### src/rtl/matmul_pkg.sv
// ---------------------------------------------------------------------------
// matmul_pkg
// Shared constants and types for the matrix-multiplier result path.
//   LANES / IN_WIDTH / OUT_WIDTH / SHIFT_W : result vector geometry
//   OUT_MAX / OUT_MIN                      : signed output byte range
//   state_t                                : drain FSM state encoding
// ---------------------------------------------------------------------------
package matmul_pkg;

  localparam int LANES     = 8;
  localparam int IN_WIDTH  = 32;
  localparam int OUT_WIDTH = 8;
  localparam int SHIFT_W   = 5;
  localparam int IDX_W     = 3;

  localparam int OUT_MAX = 127;
  localparam int OUT_MIN = -128;

  typedef enum logic {
    IDLE   = 1'b0,
    STREAM = 1'b1
  } state_t;

endpackage

### src/rtl/matmul_result_drain_requant_lane.sv
// ---------------------------------------------------------------------------
// requant_lane
// Purely combinational requantizer for one 32-bit signed accumulator lane.
// Applies round-half-up, an arithmetic right shift, optional ReLU and
// saturation to a signed byte.
//   lane   : signed accumulator value
//   shift  : right-shift amount
//   result : requantized two's-complement byte
//   sat    : high when the value had to be clamped to the byte range
// ---------------------------------------------------------------------------
module requant_lane
  import matmul_pkg::*;
#(
  parameter bit RELU_EN = 1'b1
) (
  input  logic [IN_WIDTH-1:0]  lane,
  input  logic [SHIFT_W-1:0]   shift,
  output logic [OUT_WIDTH-1:0] result,
  output logic                 sat
);

  // One guard bit so adding the rounding constant can never overflow.
  localparam int EXT_W = IN_WIDTH + 1;

  localparam logic signed [EXT_W-1:0] HI_LIM = EXT_W'(OUT_MAX);
  localparam logic signed [EXT_W-1:0] LO_LIM = EXT_W'(OUT_MIN);

  logic signed [EXT_W-1:0] ext;
  logic signed [EXT_W-1:0] rnd;
  logic signed [EXT_W-1:0] shifted;
  logic signed [EXT_W-1:0] clipped;

  // Round, shift and clamp. ReLU zeroing happens before the saturation test,
  // so a negative value removed by ReLU never counts as a saturation event.
  always_comb begin
    ext     = {lane[IN_WIDTH-1], lane};
    rnd     = '0;
    if (shift != '0) begin
      rnd = EXT_W'(1) <<< (shift - SHIFT_W'(1));
    end
    shifted = (ext + rnd) >>> shift;
    clipped = shifted;
    if (RELU_EN && shifted[EXT_W-1]) begin
      clipped = '0;
    end
    sat    = 1'b0;
    result = clipped[OUT_WIDTH-1:0];
    if (clipped > HI_LIM) begin
      result = OUT_WIDTH'(OUT_MAX);
      sat    = 1'b1;
    end else if (clipped < LO_LIM) begin
      result = OUT_WIDTH'(OUT_MIN);
      sat    = 1'b1;
    end
  end

endmodule

### src/rtl/matmul_result_drain.sv
// ---------------------------------------------------------------------------
// matmul_result_drain
// Captures the multiplier's 8x32-bit result vector on its done pulse and
// streams the requantized bytes out one per valid/ready transfer.
//   clk_i, rstn_i : clock, asynchronous active-low reset
//   en_i          : allows new captures (does not pause an active stream)
//   done_i        : producer pulse, matmul_i/shift_i valid this cycle
//   matmul_i      : result vector, lane k at bits [32k+31:32k]
//   shift_i       : requant right-shift amount
//   ready_i       : downstream accepts a byte
//   valid_o       : data_o/idx_o/last_o valid
//   data_o        : requantized byte
//   idx_o         : lane index of data_o
//   last_o        : final lane of the vector
//   busy_o        : a vector is being streamed
//   ovf_o         : sticky, a done_i was dropped
//   sat_o         : sticky, a transferred lane saturated
// ---------------------------------------------------------------------------
module matmul_result_drain
  import matmul_pkg::*;
#(
  parameter bit RELU_EN = 1'b1
) (
  input  logic                      clk_i,
  input  logic                      rstn_i,
  input  logic                      en_i,
  input  logic                      done_i,
  input  logic [LANES*IN_WIDTH-1:0] matmul_i,
  input  logic [SHIFT_W-1:0]        shift_i,
  input  logic                      ready_i,
  output logic                      valid_o,
  output logic [OUT_WIDTH-1:0]      data_o,
  output logic [IDX_W-1:0]          idx_o,
  output logic                      last_o,
  output logic                      busy_o,
  output logic                      ovf_o,
  output logic                      sat_o
);

  localparam logic [IDX_W-1:0] LAST_IDX = IDX_W'(LANES - 1);

  state_t              state_q;
  state_t              state_d;
  logic [IN_WIDTH-1:0] cap_q [LANES];
  logic [SHIFT_W-1:0]  shift_q;
  logic [IDX_W-1:0]    idx_q;
  logic                ovf_q;
  logic                sat_q;

  logic                xfer;
  logic                is_last;
  logic                capture;
  logic                advance;
  logic                drop;
  logic                lane_sat;
  logic [OUT_WIDTH-1:0] lane_byte;

  assign valid_o = (state_q == STREAM);
  assign busy_o  = (state_q == STREAM);
  assign is_last = (idx_q == LAST_IDX);
  assign xfer    = valid_o && ready_i;
  assign idx_o   = idx_q;
  assign last_o  = valid_o && is_last;
  assign data_o  = lane_byte;
  assign ovf_o   = ovf_q;
  assign sat_o   = sat_q;

  requant_lane #(
    .RELU_EN (RELU_EN)
  ) u_requant (
    .lane   (cap_q[idx_q]),
    .shift  (shift_q),
    .result (lane_byte),
    .sat    (lane_sat)
  );

  // Next-state logic. A done pulse landing on the final transfer is taken
  // straight away so consecutive vectors stream with no idle bubble; any
  // other done pulse during a stream is discarded and flagged.
  always_comb begin
    state_d = state_q;
    capture = 1'b0;
    advance = 1'b0;
    drop    = 1'b0;
    case (state_q)
      IDLE: begin
        if (en_i && done_i) begin
          capture = 1'b1;
          state_d = STREAM;
        end
      end
      STREAM: begin
        if (xfer) begin
          if (is_last) begin
            state_d = IDLE;
          end else begin
            advance = 1'b1;
          end
        end
        if (en_i && done_i) begin
          if (xfer && is_last) begin
            capture = 1'b1;
            state_d = STREAM;
          end else begin
            drop = 1'b1;
          end
        end
      end
      default: state_d = IDLE;
    endcase
  end

  // State register.
  always_ff @(posedge clk_i or negedge rstn_i) begin
    if (!rstn_i) begin
      state_q <= IDLE;
    end else begin
      state_q <= state_d;
    end
  end

  // Capture register, shift amount and lane index. The index is parked at
  // zero after the final transfer so it is ready for the next vector.
  always_ff @(posedge clk_i or negedge rstn_i) begin
    if (!rstn_i) begin
      for (int k = 0; k < LANES; k++) begin
        cap_q[k] <= '0;
      end
      shift_q <= '0;
      idx_q   <= '0;
    end else if (capture) begin
      for (int k = 0; k < LANES; k++) begin
        cap_q[k] <= matmul_i[k*IN_WIDTH +: IN_WIDTH];
      end
      shift_q <= shift_i;
      idx_q   <= '0;
    end else if (advance) begin
      idx_q <= idx_q + IDX_W'(1);
    end else if (xfer && is_last) begin
      idx_q <= '0;
    end
  end

  // Sticky status flags; saturation is recorded when the clamped lane is
  // actually handed downstream.
  always_ff @(posedge clk_i or negedge rstn_i) begin
    if (!rstn_i) begin
      ovf_q <= 1'b0;
      sat_q <= 1'b0;
    end else begin
      if (drop) begin
        ovf_q <= 1'b1;
      end
      if (xfer && lane_sat) begin
        sat_q <= 1'b1;
      end
    end
  end

endmodule

### config.mk
export PLATFORM = sky130hd
export DESIGN_NAME = matmul_result_drain
export DESIGN_NICKNAME = d
export VERILOG_FILES = /design/src/rtl/matmul_pkg.sv /design/src/rtl/matmul_result_drain_requant_lane.sv /design/src/rtl/matmul_result_drain.sv
export SDC_FILE = /design/constraint.sdc
export NUM_CORES = 1
export LEC_CHECK = 0
export ABC_AREA = 1
export BUFFER_PORTS_ARGS = -buffer_cell sky130_fd_sc_hd__buf_2
export CORE_ASPECT_RATIO = 1.5
export CORE_UTILIZATION = 25
export DETAILED_ROUTE_END_ITERATION = 7
export HOLD_SLACK_MARGIN = 0.05
export PLACE_DENSITY = 0.51
export SLEW_MARGIN = 5
export SYNTH_ARGS = -nofsm -noshare
export SYNTH_HDL_FRONTEND = slang
export SYNTH_HIERARCHICAL = 1
export SYNTH_SLANG_ARGS = --single-unit
### constraint.sdc
create_clock -name clk_i -period 7.45 [get_ports clk_i]
set_input_delay 0.3725 -clock clk_i [delete_from_list [all_inputs] [get_ports clk_i]]
set_output_delay 0.3725 -clock clk_i [all_outputs]
set_load 0.03 [all_outputs]
==> impl_results.md, run 1 <==
- Final Worst Setup Slack: 1.152 ns
- Worst-path fanout max: 70
- Fmax: 158.8 MHz
- Grt total ovfl: 0
- Arr. time, crit path: 5.93 ns
- Final instance count without filler cells: 4130
- Synth-to-Final Area Change: 30.00%
- Per-cell routed wire length: 16.89 um
- Worst Hold Class: in -> reg
- EDFF count, synth: 0
- Final #Nets: 3503
- H-tree lvl count: 1
- DRC violation count after routing: 6
- Register area share after synthesis: 37.51%
- Combinational family with the most area after synthesis: simple AND/OR/NAND/NOR gates
- Die X: 220.0 um
- Critical path type: reg -> out
- CTS tree: built
- Post-CTS sizing: 0
- Syn_area_per_cell: 6.441 um^2
- Cell repeated most along the worst path: nand2_1
- CP endpoint kind: primary output
- Starting Density: 25.35%
- Crit start category: flip-flop
- Final setup viols: 0
- Setup Skew: 0.03055 ns
- Commonest cells after routing, fill and taps aside: nand2_1 (1087), inv_1 (419), nand3_1 (323), buf_2 (279), o21ai_0 (275)
- Cell area after synthesis: 17810 um^2
- Setup WS pre-CTS: 1.685 ns
- CP required: 7.08 ns
- Antenna violations before repair: 1
- Clock period minus worst slack: 6.298 ns
- DR vias/cell: 4.473
- VDD IR-drop max: 180.0 uV
- Final WL: 69.77 mm
- Post-Synthesis Cells: 2766
- Xor and xnor area share after synthesis: 0.2950%
- Worst-Margin Slew: 1.026 ns
- CP bufs+invs: 2
- Fin Setup TNS: 0 ns
- Max Slew Vio Count: 0
- Critical path's top delay family: simple AND/OR/NAND/NOR gates
- Share of layout cells above drive strength 1: 12.48%
- Async SR Flop Fraction: 100.0%
- Clock Sinks: 267
- Leak: 11.98 nW
- Post-synth top flop: dfrtp_1
- Failing checks: design-rule violations
- Routability congestion estimate: 0.9249
- Unique masters post-synth: 45
- Ports: 282
- Yosys warnings: 6
- Final Cycle Share: 84.54%
- Die Footprint: 72350 um^2
- Port bufs: 280
- Status: finished, violations left
- Synth Area in Adders: 2.500%
- Final instance area: 23160 um^2
- DRT Pass-1 Iters: 8
- #FFs+latches synth: 267
- CTS Buf Count: 30
- Routed vias: 18480
- Gr usage total: 19.30%
- Commonest non-fill, non-tap cell in the layout: nand2_1
- Pwr dens: 453.6 nW/um^2
- Crit path largest cell delay: 0.96 ns
- Final Hold Viols: 0
- RSZ-0062 raised after global routing: no
- Dpl cells: 3841
- Max-cap violations: 0
- Core Box Area: 70280 um^2
- Multiplexer area fraction after synthesis: 0%
- Largest net degree at the start of global routing: 257
- Max-slew headroom: 31.63%
- Placed Area: 19760 um^2
- Vias in the first global route: 18970
- HPWL after DPL: 51.48 mm
- Number of DRC markers in iteration 0: 1025
- Insertion delay to the later sink of the worst-skew pair: 0.59 ns
- Layout fillers: 7792
- Row count: 119
- Die H: 328.9 um
- Worst-path clk slew: 0.06 ns
- Simple-Gate Fraction of Synth Area: 36.51%
- First-pass GRT wire length: 106.6 mm
- Post-synthesis compound-gate area fraction: 9.418%
- Antenna-violating nets left: 0
- Slowest cell on crit path: dfrtp_4
- Root buf cell: clkbuf_16
- Clock buffer depth: 3
==> power by group <==
part / internal [W] / switching [W]
clock: 0.000951 / 0.000646
combinational: 0.00201 / 0.00448
sequential: 0.00217 / 0.000247
==> logic make-up (layout without fill, tap and decap cells) <==
| family | after synthesis | count (layout) |
|---|---|---|
| fa+ha+maj | 35 | 35 |
| compound gates | 323 | 323 |
| buf+inv | 568 | 1023 |
| flops | 267 | 267 |
| other cells | 1 | 3 |
| xor+xnor | 6 | 6 |
| simple gates | 1566 | 1566 |
==> cell usage after synthesis, types with 2 or more instances <==
| library cell | count | area share [%] |
|---|---|---|
| o22ai_1 | 2 | 0.070 |
| a31oi_1 | 2 | 0.070 |
| o211ai_1 | 3 | 0.13 |
| clkinv_1 | 3 | 0.063 |
| or2_2 | 4 | 0.14 |
| nor3_2 | 4 | 0.22 |
| nand2_1 | 1087 | 23 |
| buf_4 | 6 | 0.25 |
| buf_2 | 53 | 1.5 |
| nand4_1 | 6 | 0.21 |
| inv_1 | 421 | 8.9 |
| nand3b_1 | 8 | 0.34 |
| a32o_1 | 2 | 0.11 |
| clkbuf_1 | 32 | 0.67 |
| dfrtp_1 | 267 | 38 |
| nand2_2 | 14 | 0.49 |
| nor2_1 | 91 | 1.9 |
| nor2_2 | 6 | 0.21 |
| nand3_2 | 7 | 0.39 |
| xor2_1 | 2 | 0.098 |
| ha_1 | 34 | 2.4 |
| a21oi_1 | 28 | 0.79 |
| o32ai_1 | 2 | 0.098 |
| o21ai_0 | 275 | 7.7 |
| nor3_1 | 6 | 0.17 |
| buf_1 | 16 | 0.34 |
| xnor2_1 | 4 | 0.20 |
| buf_6 | 30 | 1.9 |
| inv_2 | 6 | 0.13 |
| nor2_4 | 2 | 0.13 |
| and2_1 | 5 | 0.18 |
| o21bai_1 | 2 | 0.084 |
| nand3_1 | 323 | 9.1 |
| a211oi_1 | 2 | 0.084 |
==> metal layers <==
layer / vias to the layer above / GRT usage, % / routed length, um
li1: 9405 / - / -
met1: 8564 / 22.14 / 27620
met2: 384 / 35.58 / 36590
met3: 122 / 1.320 / 1966
met4: 0 / 9.760 / 3599
met5: - / 0 / 0
==> what timing repair did <==
action                    CTS  global route
hold endpoints to repair  348             0
setup buffers               0             0
hold buffers              236             0
==> per-stage QoR <==
step	utilization [%]	power [W]	hold WS (ns)
floorplan	-	0.006858	0.07691
global placement	28.12	0.008843	0.4579
detailed placement	28.12	0.008846	0.4606
CTS	32.95	0.01060	0.05061
global route	32.95	0.01151	0.06120
finish	32.95	0.01050	0.05324
==> final timing paths <==
path	from	endpoint	slack [ns]	cells after the start
setup / recovery	idx_o[0]	data_o[4]	1.15	29
max in group asynchronous	rstn_i	cap_q[4]	5.52	3
hold reg to reg	sat_o	sat_o	0.47	1
setup reg to reg	idx_o[0]	sat_o	1.95	29
min in group asynchronous	rstn_i	cap_q[188]	0.46	2
hold / removal	matmul_i[241]	cap_q[17]	0.05	3
==> final cells by class <==
class | instances | area, um^2 | area share (%)
Timing Repair Buffer | 541 | 3999 | 17.27
Clock buffer | 38 | 822.0 | 3.549
Clock inverter | 14 | 211.5 | 0.9130
Antenna cell | 1 | 2.502 | 0.01080
Tap cell | 907 | 1135 | 4.900
Inverter | 430 | 1617 | 6.980
Sequential cell | 267 | 6686 | 28.87
Multi-Input combinational cell | 1932 | 8687 | 37.51
==> state kept, by name (all words and copies together) (netlist names) <==
| name | flops |
|---|---|
| cap_q | 256 |
| shift_q | 5 |
| busy_o | 1 |
| idx_o | 3 |
| ovf_o | 1 |
| sat_o | 1 |
==> worst min-delay path, delay by kind of cell <==
kind,cells,cell delay (ns)
compound gates,1,0.06
simple gates,1,0.05
buf+inv,1,0.11
(Power assumes the default switching activity.)
==> run 2: changes to the inputs <==
==> constraint.sdc (replaced) <==
create_clock -name clk_i -period 6.6 [get_ports clk_i]
set_input_delay 0.33 -clock clk_i [delete_from_list [all_inputs] [get_ports clk_i]]
set_output_delay 0.33 -clock clk_i [all_outputs]
set_load 0.03 [all_outputs]
==> impl_results.md, run 2 (synthesis gave the netlist of run 1 again) <==
- Clock buffer depth: 3 (unchanged)
- Setup WS pre-CTS: 1.586 ns (-0.09921 ns)
- Row count: 119 (unchanged)
- Worst Hold Class: in -> reg
- CP required: 6.27 ns (-0.81 ns)
- Core Box Area: 70280 um^2 (unchanged)
- Placed Area: 19780 um^2 (+0.10%)
- First-pass GRT wire length: 106.0 mm (-0.57%)
- CP endpoint kind: primary output
- Setup Skew: 0.01538 ns (-0.01517 ns)
- HPWL after DPL: 50.83 mm (-1.3%)
- RSZ-0062 raised after global routing: no
- Root buf cell: clkbuf_16
- DRC violation count after routing: 6 (unchanged)
- CTS Buf Count: 27 (-10%)
- Max-slew headroom: 26.26% (-5.4 points)
- Die H: 328.9 um (unchanged)
- Final setup viols: 0 (unchanged)
- Antenna-violating nets left: 0 (unchanged)
- Critical path type: reg -> out
- Crit path largest cell delay: 0.50 ns (-0.46 ns)
- Grt total ovfl: 0 (unchanged)
- Clock period minus worst slack: 5.551 ns
- Final instance count without filler cells: 4148 (+0.44%)
- Failing checks: design-rule violations
- Worst-path clk slew: 0.06 ns (about the same)
- Insertion delay to the later sink of the worst-skew pair: 0.57 ns (-0.02 ns)
- Number of DRC markers in iteration 0: 1165 (+14%)
- Die Footprint: 72350 um^2 (unchanged)
- DRT Pass-1 Iters: 7 (-1)
- Dpl cells: 3837 (-0.10%)
- Leak: 12.01 nW (+0.25%)
- FF-to-FF path depth: 29 (unchanged)
- Die X: 220.0 um (unchanged)
- Pwr dens: 500.4 nW/um^2 (+10%)
- Per-cell routed wire length: 16.91 um (about the same)
- Routability congestion estimate: 0.9373 (+1.3%)
- Vias in the first global route: 18780 (-1.0%)
- Slowest cell on crit path: dfrtp_4
- Cell count of the worst hold path: 3 (unchanged)
- Starting Density: 25.35% (unchanged)
- Max Slew Vio Count: 0 (unchanged)
- Max-cap violations: 0 (unchanged)
- Commonest cells after routing, fill and taps aside: nand2_1 (1087), inv_1 (419), nand3_1 (323), buf_2 (279), o21ai_0 (275)
- Worst-Margin Slew: 1.106 ns (+0.08054 ns)
- Top reg by flops: cap_q
- DR vias/cell: 4.494 (+0.47%)
- Number of flip-flops in the largest register: 256 (unchanged)
- CTS tree: built
- H-tree lvl count: 1 (unchanged)
- Final #Nets: 3521 (+0.51%)
- Final Hold Viols: 0 (unchanged)
- Arr. time, crit path: 5.22 ns (-0.71 ns)
- VDD IR-drop max: 316.7 uV (+76%)
- Worst-path fanout max: 49 (-30%)
- Crit start category: flip-flop
- Commonest non-fill, non-tap cell in the layout: nand2_1
- Antenna violations before repair: 1 (unchanged)
- Final Worst Setup Slack: 1.049 ns (-0.1033 ns)
- Share of layout cells above drive strength 1: 12.22% (-0.25 points)
- Gr usage total: 19.20% (-0.10 points)
- Clock Sinks: 267 (unchanged)
- Final Cycle Share: 84.11%
- Fin Setup TNS: 0 ns (unchanged)
- Final instance area: 23280 um^2 (+0.51%)
- Largest net degree at the start of global routing: 281 (+9.3%)
- Overall power: 0.01165 W (+11%)
- Final WL: 70.13 mm (+0.51%)
- Cell repeated most along the worst path: nand2_1
- Status: finished, violations left
- Fmax: 180.1 MHz
- Routed vias: 18640 (+0.90%)
- Ports: 282 (unchanged)
- Synth-to-Final Area Change: 30.66%
- Port bufs: 280 (unchanged)
==> run 2: cell count changes in the layout (fill, tap and decap cells not counted), sizes merged <==
cell         change
bufinv           -3
buf              -4
dlygate4sd3     +25
clkinvlp         +1
inv              -1
clkbuf           -3
clkinv           +3
==> run 2: routing by layer <==
| metal | up-vias | routed length (um) | track usage, % |
|---|---|---|---|
| met1 | 8572 | 28460 | 22.53 |
| met4 | 0 | 4391 | 11.66 |
| met3 | 170 | 1868 | 1.191 |
| met5 | - | 0 | 0 |
| met2 | 463 | 35410 | 33.98 |
| li1 | 9437 | - | - |
==> run 2: power by group <==
group	switching (W)	leakage (nW)	internal, W
clock network	0.000704	0.431	0.000877
logic	0.00509	8.40	0.00229
registers	0.000241	3.19	0.00245
total	0.00603	12.0	0.00561
==> run 2: cell type report <==
type                       count  area [um^2]
fill                        7680        47000
multi-input combinational   1932         8687
sequential                   267         6686
timing repair buffer         562         4269
inverter                     430         1617
tap                          907         1135
clock buffer                  35        745.7
clock inverter                14        135.1
antenna                        1        2.502
==> run 2: worst max-delay path: cells and delay by family (launching register included) <==
family | cells | cell delay, ns
buffers and inverters | 4 | 1.00
and+or+nand+nor | 24 | 2.68
DFF | 1 | 0.50
adders and majority gates | 1 | 0.43
==> run 2: what timing repair did <==
item,in CTS,in global routing
hold endpoints to repair,350,0
buffers inserted,0,0
gates resized for setup,0,0
hold buffers,261,0
==> run 2: through the flow <==
step | hold WS (ns) | utilization [%]
after global placement | 0.4203 | 28.15
final | 0.07327 | 33.12
after detailed placement | 0.4213 | 28.15
after global routing | 0.06109 | 33.12
after CTS | 0.05878 | 33.12
after floorplan | 0.03441 | -
==> run 2: worst paths after layout <==
kind                          startpoint          to  slack, ns
hold / removal             matmul_i[149]  cap_q[117]       0.07
setup / recovery                idx_o[0]   data_o[5]       1.05
hold reg to reg                    ovf_o       ovf_o       0.53
min in group asynchronous         rstn_i  cap_q[156]       0.36
setup reg to reg                idx_o[0]       sat_o       1.71
max in group asynchronous         rstn_i   cap_q[66]       4.79
==> run 3: changes to the inputs <==
--- a/config.mk
+++ b/config.mk
@@ -11,7 +11,7 @@
 export CORE_UTILIZATION = 25
 export DETAILED_ROUTE_END_ITERATION = 7
 export HOLD_SLACK_MARGIN = 0.05
-export PLACE_DENSITY = 0.51
+export PLACE_DENSITY = 0.52
 export SLEW_MARGIN = 5
 export SYNTH_ARGS = -nofsm -noshare
 export SYNTH_HDL_FRONTEND = slang
==> constraint.sdc (replaced) <==
create_clock -name clk_i -period 4.7 [get_ports clk_i]
set_input_delay 0.235 -clock clk_i [delete_from_list [all_inputs] [get_ports clk_i]]
set_output_delay 0.235 -clock clk_i [all_outputs]
set_load 0.03 [all_outputs]
==> impl_results.md, run 3 (synthesis gave the netlist of run 1 again) <==
- Routability congestion estimate: 0.9343 (-0.32%)
- Final instance count without filler cells: 4396 (+6.0%)
- Worst R2R Setup Slack: 0.52 ns (-1.19 ns)
- Largest net degree at the start of global routing: 138 (-51%)
- Top reg by flops: cap_q
- Arr. time, crit path: 4.54 ns (-0.68 ns)
- CP required: 4.47 ns (-1.80 ns)
- Max Slew Vio Count: 0 (unchanged)
- H-tree lvl count: 1 (unchanged)
- Per-cell routed wire length: 17.33 um (+2.5%)
- Pwr dens: 790.9 nW/um^2 (+58%)
- Number of DRC markers in iteration 0: 849 (-27%)
- Starting Density: 25.35% (unchanged)
- VDD IR-drop max: 270.3 uV (-15%)
- Port bufs: 280 (unchanged)
- Ports: 282 (unchanged)
- Antenna violations before repair: 1 (unchanged)
- Final setup viols: 7 (+7)
- Synth-to-Final Area Change: 60.61%
- Die X: 220.0 um (unchanged)
- DRT Pass-1 Iters: 8 (+1)
- CP endpoint: data_o[4]
- Critical register-to-register path startpoint: idx_o[0]
- Clock buffer depth: 3 (unchanged)
- Leak: 14.25 nW (+19%)
- Status: finished, violations left
- Worst-path fanout max: 12 (-76%)
- Crit path largest cell delay: 0.52 ns (+0.02 ns)
- Number of flip-flops in the largest register: 256 (unchanged)
- Overall power: 0.02263 W (+94%)
- Commonest non-fill, non-tap cell in the layout: nand2_1
- Final WL: 76.17 mm (+8.6%)
- Gr usage total: 20.42% (+1.2 points)
- Layout fillers: 7249 (-5.6%)
- Worst Hold Class: in -> async
- Final Hold Viols: 0 (unchanged)
- DRC violation count after routing: 9 (+3)
- Root buf cell: clkbuf_16
- Reg2Reg Capture Point: sat_o
- Core Box Area: 70280 um^2 (unchanged)
- FF-to-FF path depth: 32 (+10%)
- Antenna-violating nets left: 0 (unchanged)
- Die Footprint: 72350 um^2 (unchanged)
- Worst-Margin Slew: 1.044 ns (-0.06214 ns)
- Clock period minus worst slack: 4.776 ns
- Failing checks: design-rule violations, negative setup slack
- Grt total ovfl: 0 (unchanged)
- DR vias/cell: 4.538 (+0.96%)
- Crit start category: flip-flop
- Slowest cell on crit path: dfrtp_4
- Clock Sinks: 267 (unchanged)
- Dpl cells: 4007 (+4.4%)
- Crit. Startpoint: idx_o[0]
- Routed vias: 19950 (+7.0%)
- HPWL after DPL: 52.60 mm (+3.5%)
- CP endpoint kind: primary output
- Final #Nets: 3770 (+7.1%)
- Worst-path clk slew: 0.06 ns (about the same)
- Max-slew headroom: 30.40% (+4.1 points)
- Vias in the first global route: 20050 (+6.8%)
- Max-cap violations: 0 (unchanged)
- CTS Buf Count: 28 (+3.7%)
- Setup Skew: 0.03284 ns (+0.01746 ns)
- Fin Hold WS: 0.3567 ns (+0.2835 ns)
- Share of layout cells above drive strength 1: 33.14% (+21 points)
- Die H: 328.9 um (unchanged)
- Setup WS pre-CTS: 0.1235 ns (-1.462 ns)
- Insertion delay to the later sink of the worst-skew pair: 0.60 ns (+0.03 ns)
- First-pass GRT wire length: 112.5 mm (+6.1%)
- CTS tree: built
- Final Worst Setup Slack: -0.07557 ns (-1.124 ns)
- Critical path type: reg -> out
- RSZ-0062 raised after global routing: yes
- Cell repeated most along the worst path: nand2_2
- Commonest cells after routing, fill and taps aside: nand2_1 (822), inv_1 (401), o21ai_0 (274), buf_2 (272), dlygate4sd3_1 (266)
- Row count: 119 (unchanged)
- Fmax: 209.4 MHz
- Final Cycle Share: 101.6%
[run 3: cell types whose count changed in the layout (fill, tap and decap cells not counted), sizes merged]
cell	previous run	this run
buf	301	533
clkbuf	35	53
clkinv	11	6
dlygate4sd3	261	266
bufinv	2	0
clkinvlp	3	1
bufbuf	0	1
inv	428	429
[run 3: worst min-delay path by stage]
| stage | start | end | slack [ns] | cells past startpoint |
|---|---|---|---|---|
| floorplan | rstn_i | busy_o | -0.06 | 0 |
| global placement | rstn_i | cap_q[147] | 0.44 | 1 |
| detailed placement | rstn_i | cap_q[147] | 0.44 | 1 |
| CTS | matmul_i[3] | cap_q[227] | 0.35 | 4 |
| global route | matmul_i[119] | cap_q[151] | 0.41 | 4 |
| finish | rstn_i | cap_q[147] | 0.36 | 2 |
[run 3: report_power, final]
group,internal (W),switching [W],total (W)
Combinational,0.00690,0.00977,0.0167
Clock,0.00119,0.000998,0.00219
Sequential,0.00344,0.000321,0.00376
Total,0.0115,0.0111,0.0226
[run 3: area by class of cell]
cell class | count | area (um^2) | area share (%)
antenna | 1 | 2.502 | 0.008746
clock buffer | 43 | 818.3 | 2.860
clock inverter | 6 | 40.04 | 0.1399
inverter | 430 | 1628 | 5.689
multi-input combinational | 1932 | 11350 | 39.66
sequential | 267 | 6686 | 23.37
tap | 907 | 1135 | 3.966
timing repair buffer | 810 | 6954 | 24.31
[run 3: timing repair]
item,4_1_cts,5_1_grt
pin swaps,76,195
setup buffers,33,24
cloned,10,11
endpoints found under the hold margin,383,0
gates resized for setup,339,378
setup endpoints to repair,7,7
hold buffers,266,0
[run 3: layer usage]
metal	global-route usage [%]	routed length (um)	up-vias
li1	-	-	9952
met5	0	0	-
met1	22.62	28550	9346
met4	11.39	4431	0
met2	37.98	40920	461
met3	1.588	2270	188
[run 3: worst max-delay path, delay by kind of cell, from the launching register on]
kind,cells,cell delay [ns]
fa+ha+maj,1,0.23
compound gates,1,0.13
buf+inv,10,1.18
simple gates,23,1.86
flops,1,0.52
[run 3: metrics by stage]
step / TNS [ns] / area, um^2 / utilization [%]
6_report: -0.4007 / 28610 / 40.71
5_1_grt: -1.840 / 28610 / 40.71
2_1_floorplan: 0 / 17820 / -
3_3_place_gp: 0 / 21200 / 30.16
4_1_cts: -0.6990 / 26740 / 38.05
3_5_place_dp: 0 / 21200 / 30.16
